$ cat config.mk
export PLATFORM = sky130hd
export DESIGN_NAME = irq_ctrl
export DESIGN_NICKNAME = d
export VERILOG_FILES = /design/src/rtl/irq_pkg.sv /design/src/rtl/irq_sync_edge.sv /design/src/rtl/irq_ctrl.sv
export SDC_FILE = /design/constraint.sdc
export NUM_CORES = 1
export LEC_CHECK = 0
export ABC_AREA = 0
export BUFFER_PORTS_ARGS = -buffer_cell sky130_fd_sc_hd__buf_2
export CELL_PAD_IN_SITES_DETAIL_PLACEMENT = 0
export CELL_PAD_IN_SITES_GLOBAL_PLACEMENT = 1
export CORE_UTILIZATION = 40
export CTS_CLUSTER_SIZE = 30
export DETAILED_ROUTE_END_ITERATION = 12
export GPL_ROUTABILITY_DRIVEN = 0
export MAX_ROUTING_LAYER = met4
export PLACE_DENSITY_LB_ADDON = 0.1
export SLEW_MARGIN = 20
export SYNTH_ARGS = -nofsm -noshare
export SYNTH_HDL_FRONTEND = slang
export SYNTH_HIERARCHICAL = 1
export SYNTH_SLANG_ARGS = --single-unit
$ cat constraint.sdc
create_clock -name clk -period 1.8 [get_ports clk]
set_clock_uncertainty 0.05 [all_clocks]
set_input_delay 0.27 -clock clk [delete_from_list [all_inputs] [get_ports clk]]
set_output_delay 0.27 -clock clk [all_outputs]
set_load 0.02 [all_outputs]
$ cat src/rtl/irq_pkg.sv
// Shared definitions for the irq_ctrl interrupt controller.
//
// Contents:
//   N_IRQ_DEFAULT  - default number of interrupt lines
//   IRQ_MAX        - widest line count the arbiter helper supports
//   irq_state_t    - FSM state encoding (IDLE / REQ / SERVICE)
//   find_first_set - index of the lowest set bit, used by the arbiter
package irq_pkg;

  localparam int N_IRQ_DEFAULT = 4;
  localparam int IRQ_MAX       = 16;
  localparam int FFS_W         = 4;

  typedef enum logic [1:0] {
    IDLE    = 2'b00,
    REQ     = 2'b01,
    SERVICE = 2'b10
  } irq_state_t;

  // Lowest set bit wins. An all-zero vector returns 0, so callers must
  // qualify the result with a separate "anything set" test.
  function automatic logic [FFS_W-1:0] find_first_set(input logic [IRQ_MAX-1:0] vec);
    logic [FFS_W-1:0] idx;
    idx = '0;
    for (int i = IRQ_MAX - 1; i >= 0; i--) begin
      if (vec[i]) idx = FFS_W'(i);
    end
    return idx;
  endfunction

endpackage

$ cat src/rtl/irq_sync_edge.sv
// Per-line input conditioning for irq_ctrl.
//
// A raw asynchronous line passes through a 2-flop synchroniser followed by
// a delay flop; rise pulses for exactly one clock when the synchronised
// level goes from 0 to 1, so a level held high yields a single pulse.
//
// Ports:
//   clk  - system clock
//   rst  - asynchronous active-high reset
//   din  - raw asynchronous interrupt line
//   rise - one-cycle pulse on a synchronised rising edge
module irq_sync_edge (
  input  logic clk,
  input  logic rst,
  input  logic din,
  output logic rise
);

  logic s1;
  logic s2;
  logic s2_d;

  // s1/s2 form the metastability synchroniser; s2_d remembers the
  // previous synchronised level so the edge can be detected.
  always_ff @(posedge clk or posedge rst) begin
    if (rst) begin
      s1   <= 1'b0;
      s2   <= 1'b0;
      s2_d <= 1'b0;
    end else begin
      s1   <= din;
      s2   <= s1;
      s2_d <= s2;
    end
  end

  assign rise = s2 & ~s2_d;

endmodule

$ cat src/rtl/irq_ctrl.sv
// Interrupt controller for the Hunter_RV32 core.
//
// Each external line is synchronised and rising-edge detected; edges are
// latched as pending (even when masked), the enable mask selects which
// pending lines are eligible, and an arbiter picks one to present to the
// CPU through a req/ack handshake. After ack the interrupt stays in
// service until the CPU pulses irq_eoi. There is no nesting.
//
// Build option:
//   IRQ_PRIO_ROTATE_EN - round-robin arbitration starting after the last
//                        acknowledged line; when undefined, fixed priority
//                        with the lowest index winning.
//
// Ports:
//   clk, rst    - clock, asynchronous active-high reset
//   irq_in      - raw asynchronous interrupt lines
//   mask_we     - mask write strobe, mask_wdata is the new enable mask
//   irq_ack     - CPU accepts the presented interrupt
//   irq_eoi     - CPU handler finished (one-cycle pulse)
//   irq_req     - registered interrupt request to the CPU
//   irq_id      - id of the requested or in-service interrupt
//   in_service  - a handler is active
//   mask        - current enable mask
//   pending     - current pending bits
module irq_ctrl
  import irq_pkg::*;
#(
  parameter int N_IRQ = N_IRQ_DEFAULT,
  parameter int ID_W  = 2
) (
  input  logic             clk,
  input  logic             rst,
  input  logic [N_IRQ-1:0] irq_in,
  input  logic             mask_we,
  input  logic [N_IRQ-1:0] mask_wdata,
  input  logic             irq_ack,
  input  logic             irq_eoi,
  output logic             irq_req,
  output logic [ID_W-1:0]  irq_id,
  output logic             in_service,
  output logic [N_IRQ-1:0] mask,
  output logic [N_IRQ-1:0] pending
);

  irq_state_t          state;
  irq_state_t          state_nxt;
  logic [ID_W-1:0]     id_nxt;
  logic [N_IRQ-1:0]    rise;
  logic [N_IRQ-1:0]    eligible;
  logic [N_IRQ-1:0]    ack_clr;
  logic [ID_W-1:0]     winner;
  logic [IRQ_MAX-1:0]  search;

  for (genvar g = 0; g < N_IRQ; g++) begin : g_line
    irq_sync_edge u_sync (
      .clk  (clk),
      .rst  (rst),
      .din  (irq_in[g]),
      .rise (rise[g])
    );
  end

  assign eligible = pending & mask;

`ifdef IRQ_PRIO_ROTATE_EN
  logic [ID_W-1:0] last_served;
  int              start;
  int              pick;

  // Remember the most recently acknowledged line so the next search begins
  // just after it. Resetting to the top index makes line 0 first in line.
  always_ff @(posedge clk or posedge rst) begin
    if (rst) begin
      last_served <= ID_W'(N_IRQ - 1);
    end else if (state == REQ && irq_ack) begin
      last_served <= irq_id;
    end
  end

  // Rotate the eligible vector so the search start sits at bit 0, find the
  // first set bit, then rotate the result back into a real line index.
  always_comb begin
    start = int'(last_served) + 1;
    if (start >= N_IRQ) start = 0;
    search = '0;
    for (int i = 0; i < N_IRQ; i++) begin
      search[i] = eligible[(start + i) % N_IRQ];
    end
    pick = int'(find_first_set(search)) + start;
    if (pick >= N_IRQ) pick = pick - N_IRQ;
    winner = ID_W'(pick);
  end
`else
  // Fixed priority: the lowest-numbered eligible line wins.
  always_comb begin
    search = '0;
    search[N_IRQ-1:0] = eligible;
    winner = ID_W'(find_first_set(search));
  end
`endif

  // Next-state logic. The id is latched on entry to REQ and then held, so a
  // later higher-priority arrival cannot change what the CPU is looking at.
  // In REQ an ack takes precedence over the line being masked off in the
  // same cycle; a masked-off request is withdrawn but stays pending.
  always_comb begin
    state_nxt = state;
    id_nxt    = irq_id;
    ack_clr   = '0;
    unique case (state)
      IDLE: begin
        if (|eligible) begin
          state_nxt = REQ;
          id_nxt    = winner;
        end
      end
      REQ: begin
        if (irq_ack) begin
          state_nxt       = SERVICE;
          ack_clr[irq_id] = 1'b1;
        end else if (!mask[irq_id]) begin
          state_nxt = IDLE;
        end
      end
      SERVICE: begin
        if (irq_eoi) state_nxt = IDLE;
      end
      default: state_nxt = IDLE;
    endcase
  end

  // State, registered outputs, pending and mask. A new edge is ORed in after
  // the ack clear so an edge landing on the ack cycle is not lost.
  always_ff @(posedge clk or posedge rst) begin
    if (rst) begin
      state      <= IDLE;
      irq_id     <= '0;
      irq_req    <= 1'b0;
      in_service <= 1'b0;
      pending    <= '0;
      mask       <= '0;
    end else begin
      state      <= state_nxt;
      irq_id     <= id_nxt;
      irq_req    <= (state_nxt == REQ);
      in_service <= (state_nxt == SERVICE);
      pending    <= (pending & ~ack_clr) | rise;
      if (mask_we) mask <= mask_wdata;
    end
  end

endmodule

==> key figures <==
Detailed routing
  – DR vias: 599
  – Average wire per cell in the routed design: 12.0 um
  – Remaining design rule violation count: 0
  – Wire length after detailed routing: 1.55 mm
  – Count of nets left with antenna violations after detail routing: 0
  – Initial detailed-routing violation count: 2
  – 1st-pass router iterations: 2
  – Number of vias per cell: 4.64

Power and ir drop
  – Int Pwr: 0.00101 W
  – Clock network fraction of design power: 14.7%
  – Pleak: 0.580 nW
  – Switching power share of the total: 35.4%
  – Areal power density over the cells: 1310 mW/mm^2
  – Largest voltage drop on the vdd net: 607 uV
  – Combinational share of power: 32.7%
  – Net switching power figure: 0.000556 W
  – Share of total power in sequential cells: 52.6%
  – Total design power: 0.00157 W

Setup path
  – CP startpoint kind: flop
  – Worst Path Buf+Inv: 0
  – Cell type group with the largest total delay on the critical path: multiplexers
  – Cells traversed along the worst timing path: mux4_2, a31o_1
  – Data arrival at the endpoint of the critical path: 1550 ps
  – Type of the worst setup path: reg -> reg
  – Cell at the slowest stage of the critical path: sky130_fd_sc_hd__mux4_2
  – R2R Setup Slk: 410 ps
  – Required time reported for the critical path endpoint: 1960 ps
  – Peak fanout along the critical path: 6
  – Endpoint class of the critical path: flop
  – Longest individual stage delay on the worst path: 550 ps

Yosys
  – Yosys top cell by area: sky130_fd_sc_hd__dfrtp_1
  – Sequential-to-total area share from yosys stat: 67.2%
  – Count of warnings emitted by yosys: 6
  – Fraction of synthesized cell area taken by the top area cell type: 67.2%
  – Count of state elements after synthesis: 26
  – Main area contributors after synthesis: sky130_fd_sc_hd__dfrtp_1 (67%), sky130_fd_sc_hd__nor2b_4 (5.7%), sky130_fd_sc_hd__mux2_2 (4.7%)
  – Mapped Nets: 82
  – Average size of a mapped cell: 14.0 sq um
  – Post-synth cell types: 16
  – Cell Area, Synth: 968 sq um
  – Cell count after synthesis: 69

STA
  – FMAX: 0.719 GHz
  – Final setup violation count: 0
  – Slew at the pin closest to its max-slew limit: 538 ps
  – RSZ-0062 raised after global routing: no
  – Sum of negative setup slack: 0 ps
  – Worst hold margin: 136 ps
  – Total count of max-transition violations in the final report: 0
  – Final period demand of the worst path: 1390 ps
  – Period Utilization, post-route: 77.3%
  – Final hold vios: 0
  – Max-Slew Margin vs Limit: 64.1%

Cells and area
  – Count of placed standard cells in the final layout, fillers left out: 129
  – Fraction of layout cells with a size suffix above 1: 36.6%
  – Most used cells in the layout excluding fill and tap cells: sky130_fd_sc_hd__dfrtp_1 (26), sky130_fd_sc_hd__buf_2 (24), sky130_fd_sc_hd__inv_1 (7)
  – Commonest non-fill, non-tap cell in the layout: sky130_fd_sc_hd__dfrtp_1
  – Number of antenna repair diodes: 0
  – Layout Area Growth over Synthesis: 23.5%
  – Utilization of the core after routing: 53.1%
  – Layout Nets: 116

Global route
  – Global router's overall resource usage: 15.0%
  – Number of antenna violations at the first check in global routing: 0
  – Congestion Overflow GR: 0
  – Maximum number of pins on one net before global-route repair: 15
  – First-pass GRT wire length: 2.73 mm
  – Via count of the first global-routing pass: 630

Clocking
  – Library cell used as clock root buffer: sky130_fd_sc_hd__clkbuf_4
  – Number of clock buffers inserted by TritonCTS: 3
  – CTS tree: yes
  – Worst-skew pair later-pin latency: 300 ps
  – Post-cts sizing count: 0
  – CTS Buffer Depth: 2
  – Number of sinks on the clock net: 26
  – Worst-path clk slew: 130 ps
  – Depth of the CTS H-tree: 1

Die
  – DIE AREA: 0.00262 sq mm
  – Number of standard-cell rows in the floorplan: 17
  – Starting utilization of the core area: 43.0%
  – Die height: 51.2 um
  – Overall die width: 51.2 um
  – Ports placed on the boundary: 25
  – Area inside the core boundary: 0.00225 sq mm

Worst hold path
  – Type of the tightest min-delay check: in -> reg

Placed design
  – DP Wirelength: 1.14 mm
  – Number of instances in the placed design: 121
  – Port Buf Inserts: 24

Run status
  – Run status: complete, no violations

Run
  – # Max-Cap Violations: 0
logic make-up (layout without fill, tap and decap cells):
logic type,after synthesis,in the layout,share of synthesized area (%)
buffers and inverters,7,39,2.71
muxes,6,6,8.53
DFF,26,26,67.2
and+or+nand+nor,18,18,12.5
AOI/OAI and AO/OA,12,12,9.04
state kept, by name (all words and copies together), names as in the netlist:
register,flops
mask,4
state,2
pending,4
irq_req,1
g_line.u_sync/s2,4
irq_id,2
g_line.u_sync/s2_d,4
g_line.u_sync/s1,4
in_service,1
worst paths after layout:
kind | cells after the start | startpoint | to
max | 2 | irq_id[0] | irq_req
min | 2 | mask_wdata[3] | mask[3]
max reg2reg | 2 | irq_id[0] | irq_req
min reg2reg | 0 | g_line[1].u_sync/s1 | g_line[1].u_sync/s2
max in group asynchronous | 3 | rst | in_service
min in group asynchronous | 3 | rst | g_line[2].u_sync/s2_d
synthesized netlist by cell type:
cell,count
sky130_fd_sc_hd__nor2_1,3
sky130_fd_sc_hd__mux4_2,1
sky130_fd_sc_hd__a22o_1,1
sky130_fd_sc_hd__dfrtp_1,26
sky130_fd_sc_hd__inv_1,7
sky130_fd_sc_hd__mux2_2,4
sky130_fd_sc_hd__a32oi_1,1
sky130_fd_sc_hd__nand3b_1,1
sky130_fd_sc_hd__a31o_1,2
sky130_fd_sc_hd__o31ai_1,4
sky130_fd_sc_hd__nor2b_4,4
sky130_fd_sc_hd__o21a_1,1
sky130_fd_sc_hd__nand2_1,6
sky130_fd_sc_hd__nand2b_1,4
sky130_fd_sc_hd__mux2_4,1
sky130_fd_sc_hd__a21oi_1,3
layout make-up:
class / count / area [sq um]
sequential: 26 / 651
multi-input combinational: 36 / 292
fill: 225 / 1060
clock buffer: 3 / 22.5
inverter: 7 / 26.3
tap: 28 / 35.0
timing repair buffer: 29 / 170
through the flow:
| stage | area, sq um | setup WS, ps |
|---|---|---|
| floorplan | 968 | 369 |
| global placement | 1120 | 448 |
| detailed placement | 1120 | 428 |
| CTS | 1170 | 407 |
| global route | 1200 | 359 |
| finish | 1200 | 408 |
routing by layer:
metal / wire, um / vias to the layer above / GRT usage (%) / share of wire [%]
met5: 0 / - / - / 0
met4: 13 / 0 / 5.56 / 0.84
met3: 45 / 2 / 3.57 / 2.9
met2: 722 / 12 / 23.7 / 47
met1: 766 / 288 / 18.7 / 49
li1: - / 297 / - / -
timing repair:
item,4_1_cts,5_1_grt
endpoints found under the hold margin,27,3
buffers inserted,0,0
hold buffers,2,3
power groups by stage:
stage	sequential [W]	clock (W)	combinational [W]
2_1_floorplan	0.000924	0	0.000257
3_3_place_gp	0.000838	0	0.000512
3_5_place_dp	0.000838	0	0.000509
4_1_cts	0.000827	0.000245	0.000515
5_1_grt	0.000852	0.000263	0.000565
6_report	0.000827	0.000230	0.000514
Power figures use the tool's default switching activity.
